==> config.mk <==
export PLATFORM = sky130hd
export DESIGN_NAME = s_block_sram_writer_flat
export DESIGN_NICKNAME = d
export VERILOG_FILES = /design/src/rtl/s_block_sram_writer_pkg.sv /design/src/rtl/s_block_sram_writer_if.sv /design/src/rtl/s_block_sram_writer_clip8.sv /design/src/rtl/s_block_sram_writer.sv /design/src/flat_wrapper.sv
export SDC_FILE = /design/constraint.sdc
export NUM_CORES = 1
export LEC_CHECK = 0
export ABC_AREA = 1
export BUFFER_PORTS_ARGS = -buffer_cell sky130_fd_sc_hd__buf_2
export CORE_MARGIN = 2
export CORE_UTILIZATION = 32
export CTS_BUF_LIST = sky130_fd_sc_hd__clkbuf_8
export CTS_CLUSTER_DIAMETER = 120
export DETAILED_ROUTE_END_ITERATION = 7
export PLACE_DENSITY_LB_ADDON = 0.2
export SLEW_MARGIN = 25
export SYNTH_ARGS = -nofsm -noshare
export SYNTH_HDL_FRONTEND = slang
export SYNTH_SLANG_ARGS = --single-unit
export TNS_END_PERCENT = 30
==> constraint.sdc <==
create_clock -name Clock_50 -period 2.7 [get_ports Clock_50]
set_input_delay 0.27 -clock Clock_50 [delete_from_list [all_inputs] [get_ports Clock_50]]
set_output_delay 0.27 -clock Clock_50 [all_outputs]
set_load 0.01 [all_outputs]
==> src/rtl/s_block_sram_writer_pkg.sv <==
// Shared types and constants for the S block SRAM writer.
package s_block_sram_writer_pkg;

  localparam int S_BASE_DEF    = 64;   // dpram address of S[0][0]
  localparam int ROW_WORDS_DEF = 160;  // SRAM words per image row
  localparam int SHIFT_DEF     = 16;   // fixed-point fraction bits dropped before clipping
  localparam int DP_AW         = 7;    // S dpram address width
  localparam int SR_AW         = 18;   // external SRAM word address width

  typedef enum logic [2:0] {
    S_IDLE,
    S_READ,
    S_DRAIN1,
    S_DRAIN2,
    S_DONE
  } state_t;

endpackage

==> src/rtl/s_block_sram_writer_if.sv <==
// S dpram read ports, SRAM write bus and block handshake bundled together.
interface s_block_sram_writer_if;
  import s_block_sram_writer_pkg::*;

  logic [DP_AW-1:0] Address_S_a;
  logic [31:0]      Data_out_S_a;
  logic [DP_AW-1:0] Address_S_b;
  logic [31:0]      Data_out_S_b;
  logic [SR_AW-1:0] dest_base;
  logic [4:0]       block_row;
  logic [5:0]       block_col;
  logic [SR_AW-1:0] SRAM_address;
  logic [15:0]      SRAM_write_data;
  logic             SRAM_we_n;
  logic             start;
  logic             finish;

  // the writer block
  modport master (
    output Address_S_a, Address_S_b, SRAM_address, SRAM_write_data, SRAM_we_n, finish,
    input  Data_out_S_a, Data_out_S_b, dest_base, block_row, block_col, start
  );

  // the dpram / SRAM / sequencer side
  modport slave (
    input  Address_S_a, Address_S_b, SRAM_address, SRAM_write_data, SRAM_we_n, finish,
    output Data_out_S_a, Data_out_S_b, dest_base, block_row, block_col, start
  );

endinterface

==> src/rtl/s_block_sram_writer_clip8.sv <==
// Scales one signed S value down by SHIFT and saturates it to an 8-bit pixel.
module s_clip8
  import s_block_sram_writer_pkg::*;
#(
  parameter int SHIFT = SHIFT_DEF
) (
  input  logic [31:0] val_i,
  output logic [7:0]  pix_o
);

  logic signed [31:0] shifted;

  assign shifted = $signed(val_i) >>> SHIFT;

  // saturate on the shifted value so fractions just below zero still clip to 0
  always_comb begin
    pix_o = shifted[7:0];
    if (shifted < 0) begin
      pix_o = 8'd0;
    end else if (shifted > 32'sd255) begin
      pix_o = 8'hFF;
    end
  end

endmodule

==> src/rtl/s_block_sram_writer.sv <==
// Drains one 8x8 S block from the S dpram, clips it to pixels and writes
// packed pixel pairs into the current image plane in SRAM.
//
// state    | meaning
// S_IDLE   | waiting for start, outputs quiet
// S_READ   | issuing dpram read pairs 1..31, writes start trailing by two
// S_DRAIN1 | no more reads, read pipeline still holds two pairs
// S_DRAIN2 | last write goes out, then finish is raised
// S_DONE   | finish pulse cycle, back to idle
module s_block_sram_writer
  import s_block_sram_writer_pkg::*;
#(
  parameter int S_BASE    = S_BASE_DEF,
  parameter int ROW_WORDS = ROW_WORDS_DEF,
  parameter int SHIFT     = SHIFT_DEF
) (
  input  logic                  Clock_50,
  input  logic                  Resetn,
  s_block_sram_writer_if.master bus
);

  localparam logic [DP_AW-1:0] S_BASE_A = DP_AW'(S_BASE);
  localparam logic [SR_AW-1:0] ROW_STEP = SR_AW'(ROW_WORDS);
  localparam logic [SR_AW-1:0] BLK_ROW_STEP = SR_AW'(8 * ROW_WORDS);

  state_t           state_q;
  logic [4:0]       pair_cnt_q;
  logic             iss_q;       // a read pair was issued on the last edge
  logic             dp_q;        // dpram data for a pair is valid this cycle
  logic [1:0]       col_q;       // word column within the block row
  logic [SR_AW-1:0] row_addr_q;  // SRAM address of the current block row
  logic [DP_AW-1:0] addr_a_q;
  logic [DP_AW-1:0] addr_b_q;
  logic [SR_AW-1:0] sram_addr_q;
  logic [15:0]      sram_data_q;
  logic             we_n_q;
  logic             finish_q;

  logic [4:0]       pair_d;
  logic [SR_AW-1:0] base_d;
  logic [7:0]       pix_a;
  logic [7:0]       pix_b;

  assign pair_d = pair_cnt_q + 5'd1;
  assign base_d = bus.dest_base
                + SR_AW'(bus.block_row) * BLK_ROW_STEP
                + SR_AW'({bus.block_col, 2'b00});

  s_clip8 #(.SHIFT(SHIFT)) u_clip_a (.val_i(bus.Data_out_S_a), .pix_o(pix_a));
  s_clip8 #(.SHIFT(SHIFT)) u_clip_b (.val_i(bus.Data_out_S_b), .pix_o(pix_b));

  // sequencing FSM, read issue, and the two-cycle-delayed SRAM write stage
  always_ff @(posedge Clock_50 or negedge Resetn) begin
    if (!Resetn) begin
      state_q     <= S_IDLE;
      pair_cnt_q  <= '0;
      iss_q       <= 1'b0;
      dp_q        <= 1'b0;
      col_q       <= '0;
      row_addr_q  <= '0;
      addr_a_q    <= '0;
      addr_b_q    <= '0;
      sram_addr_q <= '0;
      sram_data_q <= '0;
      we_n_q      <= 1'b1;
      finish_q    <= 1'b0;
    end else begin
      we_n_q   <= 1'b1;
      finish_q <= 1'b0;
      dp_q     <= iss_q;

      // consume the pair whose dpram data is valid now
      if (dp_q) begin
        sram_data_q <= {pix_a, pix_b};
        sram_addr_q <= row_addr_q + SR_AW'(col_q);
        we_n_q      <= 1'b0;
        col_q       <= col_q + 2'd1;
        if (col_q == 2'd3) begin
          row_addr_q <= row_addr_q + ROW_STEP;
        end
      end

      case (state_q)
        S_IDLE: begin
          if (bus.start) begin
            row_addr_q <= base_d;
            col_q      <= '0;
            addr_a_q   <= S_BASE_A;
            addr_b_q   <= S_BASE_A + DP_AW'(1);
            pair_cnt_q <= '0;
            iss_q      <= 1'b1;
            state_q    <= S_READ;
          end
        end
        S_READ: begin
          pair_cnt_q <= pair_d;
          addr_a_q   <= S_BASE_A + {1'b0, pair_d, 1'b0};
          addr_b_q   <= S_BASE_A + {1'b0, pair_d, 1'b1};
          if (pair_cnt_q == 5'd30) begin
            state_q <= S_DRAIN1;
          end
        end
        S_DRAIN1: begin
          iss_q   <= 1'b0;
          state_q <= S_DRAIN2;
        end
        S_DRAIN2: begin
          // the final write leaves while dp_q is still set; finish follows it
          if (!dp_q) begin
            finish_q <= 1'b1;
            state_q  <= S_DONE;
          end
        end
        S_DONE: begin
          state_q <= S_IDLE;
        end
        default: begin
          state_q <= S_IDLE;
        end
      endcase
    end
  end

  assign bus.Address_S_a     = addr_a_q;
  assign bus.Address_S_b     = addr_b_q;
  assign bus.SRAM_address    = sram_addr_q;
  assign bus.SRAM_write_data = sram_data_q;
  assign bus.SRAM_we_n       = we_n_q;
  assign bus.finish          = finish_q;

endmodule

==> src/flat_wrapper.sv <==
// flat-port wrapper written by rule: the top's interface ports become plain ports
module s_block_sram_writer_flat import s_block_sram_writer_pkg::*;
#(
  parameter int S_BASE    = S_BASE_DEF,
  parameter int ROW_WORDS = ROW_WORDS_DEF,
  parameter int SHIFT     = SHIFT_DEF
)
  (Clock_50, Resetn, bus_Address_S_a, bus_Address_S_b, bus_SRAM_address, bus_SRAM_write_data, bus_SRAM_we_n, bus_finish, bus_Data_out_S_a, bus_Data_out_S_b, bus_dest_base, bus_block_row, bus_block_col, bus_start);
  s_block_sram_writer_if bus_i ();
  input  logic Clock_50;
  input  logic Resetn;
  output wire logic [$bits(bus_i.Address_S_a)-1:0] bus_Address_S_a;
  output wire logic [$bits(bus_i.Address_S_b)-1:0] bus_Address_S_b;
  output wire logic [$bits(bus_i.SRAM_address)-1:0] bus_SRAM_address;
  output wire logic [$bits(bus_i.SRAM_write_data)-1:0] bus_SRAM_write_data;
  output wire logic [$bits(bus_i.SRAM_we_n)-1:0] bus_SRAM_we_n;
  output wire logic [$bits(bus_i.finish)-1:0] bus_finish;
  input wire logic [$bits(bus_i.Data_out_S_a)-1:0] bus_Data_out_S_a;
  input wire logic [$bits(bus_i.Data_out_S_b)-1:0] bus_Data_out_S_b;
  input wire logic [$bits(bus_i.dest_base)-1:0] bus_dest_base;
  input wire logic [$bits(bus_i.block_row)-1:0] bus_block_row;
  input wire logic [$bits(bus_i.block_col)-1:0] bus_block_col;
  input wire logic [$bits(bus_i.start)-1:0] bus_start;
  assign bus_Address_S_a = bus_i.Address_S_a;
  assign bus_Address_S_b = bus_i.Address_S_b;
  assign bus_SRAM_address = bus_i.SRAM_address;
  assign bus_SRAM_write_data = bus_i.SRAM_write_data;
  assign bus_SRAM_we_n = bus_i.SRAM_we_n;
  assign bus_finish = bus_i.finish;
  assign bus_i.Data_out_S_a = bus_Data_out_S_a;
  assign bus_i.Data_out_S_b = bus_Data_out_S_b;
  assign bus_i.dest_base = bus_dest_base;
  assign bus_i.block_row = bus_block_row;
  assign bus_i.block_col = bus_block_col;
  assign bus_i.start = bus_start;
  s_block_sram_writer #(.S_BASE(S_BASE), .ROW_WORDS(ROW_WORDS), .SHIFT(SHIFT)) u_core (.Clock_50(Clock_50), .Resetn(Resetn), .bus(bus_i));
endmodule
==> results by group <==
Job
  • Max_cap viols: 0

Setup path
  • Worst Reg-to-Reg Cells: 11
  • Startpoint Class: input pin
  • Worst reg2reg path startpoint: u_core.col_q[0]
  • Crit. End Element: flip-flop
  • Crit Path Max Fanout: 3
  • Worst EP required: 2940 ps
  • Type of the worst setup path: input pin to flip-flop
  • Crit path from: bus_block_row[1]
  • Worst Path Arrival: 2560 ps

Clock tree
  • H-tree levels: 3
  • CTS tree: yes
  • CTS Buffer Depth: 2
  • Total CTS buffers: 9
  • Clk_lat worst skew: 350 ps
  • Clk root buf: clkbuf_8
  • Post-CTS setup buffers: 0
  • CTS sink count: 67
  • Clk slew on worst S/H paths: 70 ps

Drt
  • Post-Route WL: 10200 um
  • Initial DRT Pass Iterations: 4
  • Vias/cell: 4.53
  • DRT iter0 DRCs: 133
  • Routed via count: 4037
  • Residual DRC count: 0
  • Antenna viol nets, final: 0
  • Avg WL per Cell: 11.5 um

Timing
  • Final setup vio count: 0
  • RSZ-0062 raised after global routing: false
  • Fin crit period: 2320 ps
  • Final hold vios: 0
  • Fmax: 432 MHz
  • Slew @ Worst Pin: 518 ps
  • Final Cycle Share: 0.858
  • Total Neg Setup Slack: 0 ps
  • Max-slew violations: 0
  • Worst slew margin: 0.654
  • Worst Skew: 11.0 ps
  • Min Hold Slack: 128 ps
  • Final WS setup: 383 ps

Placement
  • Final HPWL from detailed placement: 8240 um
  • Post-Place Worst Slack: 28.4 ps
  • Placed insts: 875
  • Port Buf Inserts: 112
  • Instance area at placement: 5110 um2
  • Placer congestion estimate: 0.796

Synthesis
  • Top post-synthesis cells by area: dfrtp_1 37%, nand2_1 16%, ha_1 7.7%
  • Post-Syn Area per Cell: 7.38 um2
  • Synth top area share: 0.374
  • Syn Std Cell Area: 4410 um2
  • Seq/Total Area, Yosys: 0.380
  • Area leader, netlist: dfrtp_1
  • Syn Inst Count: 598
  • Yosys reg bits: 67
  • Distinct cells, synth: 40
  • Synthesis Warnings: 0
  • Synthesized net count: 724

Floorplanning
  • Die ar.: 14700 um2
  • Initial core utilization: 0.331
  • Die Ht: 121 um
  • Ports: 146
  • Die X: 121 um
  • Row Count: 42
  • Core area: 13300 um2

Power
  • Logic gate share of total power: 0.478
  • Switching Share: 0.440
  • Sequential share of power: 0.366
  • Cell Pwr Density: 966 nW/um2
  • Internal power: 2.87 mW
  • Psw: 2.26 mW
  • Clock power frac: 0.156
  • Overall power: 5.13 mW
  • Peak VDD IR: 0.326 mV
  • Pleak: 2.93 nW

Final layout
  • Finished Core Util: 0.398
  • Design area: 5310 um2
  • Most frequent cells in the layout: 190 x nand2_1, 112 x buf_2, 86 x inv_1
  • # diodes: 0
  • Finished Layout Cells: 892
  • Final-stage net count: 837
  • Multi-input logic area: 2280 um2
  • Leading cell type in the layout, fill and taps excluded: nand2_1
  • Area growth syn-to-layout: 20.4%
  • Fill cell count: 1384
  • Share of cells above drive strength 1: 0.211
  • Register area: 1680 um2

Worst hold path
  • HP Class: input pin to flip-flop
  • Worst Hold Launch: bus_dest_base[0]
  • Hold Path Depth: 3

Global route
  • Total track usage: 0.148
  • Largest net degree at the start of global routing: 34
  • Global-route wire length before repair: 17500 um
  • Initial antenna violation count: 0
  • Vias in the first global route: 3891
  • GRT Residual Overflow: 0

Outcome
  • Status: finished, final reports clean
power groups by stage:
| stage | Sequential, mW | Clock [mW] | Combinational (mW) |
|---|---|---|---|
| after floorplan | 1.98 | 0 | 1.62 |
| after global placement | 1.87 | 0 | 2.45 |
| after detailed placement | 1.89 | 0 | 2.47 |
| after CTS | 1.87 | 0.831 | 2.49 |
| after global routing | 1.94 | 0.882 | 2.85 |
| final | 1.88 | 0.802 | 2.45 |
what timing repair did:
item	in CTS	in global routing
hold buffers	1	0
setup endpoints to repair	0	0
hold endpoints to repair	19	0
resized for setup	0	0
flip-flops by register name, indices dropped and copies added, names as in the netlist, 2 cells and up:
name and cells:
u_core.bus.SRAM_write_data 16, u_core.bus.Address_S_b 2, u_core.pair_cnt_q 4, u_core.state_q 3, u_core.col_q 2, u_core.row_addr_q 18
u_core.bus.SRAM_address 18
path summary, 6_finish.rpt:
path	to	slack [ps]
max in group asynchronous	u_core.bus.SRAM_we_n	1570
min in group asynchronous	u_core.bus.SRAM_address[6]	400
max reg2reg	u_core.bus.SRAM_address[16]	760
min reg2reg	u_core.dp_q	380
min	u_core.row_addr_q[0]	130
max	u_core.row_addr_q[17]	380
kinds of logic after synthesis:
group,Yosys count,synth area share
buffers and inverters,104,0.103
XOR/XNOR,21,0.0417
other,1,0.000850
flip-flops,67,0.380
AO/OA/AOI/OAI,73,0.0882
adder cells (fa/ha/maj),30,0.0902
AND/OR/NAND/NOR,302,0.296
worst max-delay path, stage by stage:
cell	delay, ps
buf_2	110
ha_1	290
ha_1	220
fa_1	410
nand2_1	80
a21boi_0	120
ha_1	350
nand2_1	120
inv_1	50
nand2_1	60
nand2_1	40
a21oi_1	160
nand2_1	70
nand2_1	50
nand3_1	60
nand2_1	60
inv_1	30
layer usage:
layer	share of wire	GRT usage	vias to the layer above
li1	-	-	2116
met1	0.47	0.185	1791
met2	0.45	0.254	118
met3	0.067	0.0282	12
met4	0.016	0.0553	0
met5	0	0	-
cell usage after synthesis, drive strengths merged:
cell type	instances
a21boi	1
a21oi	15
a31oi	2
a32o	1
and2	1
buf	13
clkbuf	5
clkinv	1
conb	1
dfrtp	66
dfstp	1
fa	3
ha	27
inv	85
nand2	195
nand3	43
nand3b	1
nand4	6
nor2	44
nor3	8
nor4	2
o211ai	2
o21ai	47
o22a	1
o22ai	4
or2	2
xnor2	3
xor2	18
final cells by class:
type	count	share of cell area
clock buffers	10	0.0259
clock inverters	6	0.00942
inverters	86	0.0608
multi-input cells	427	0.429
flip-flops and latches	67	0.316
well taps	176	0.0415
repair buffers	120	0.117
No activity file was read; power rests on OpenSTA's default activity.
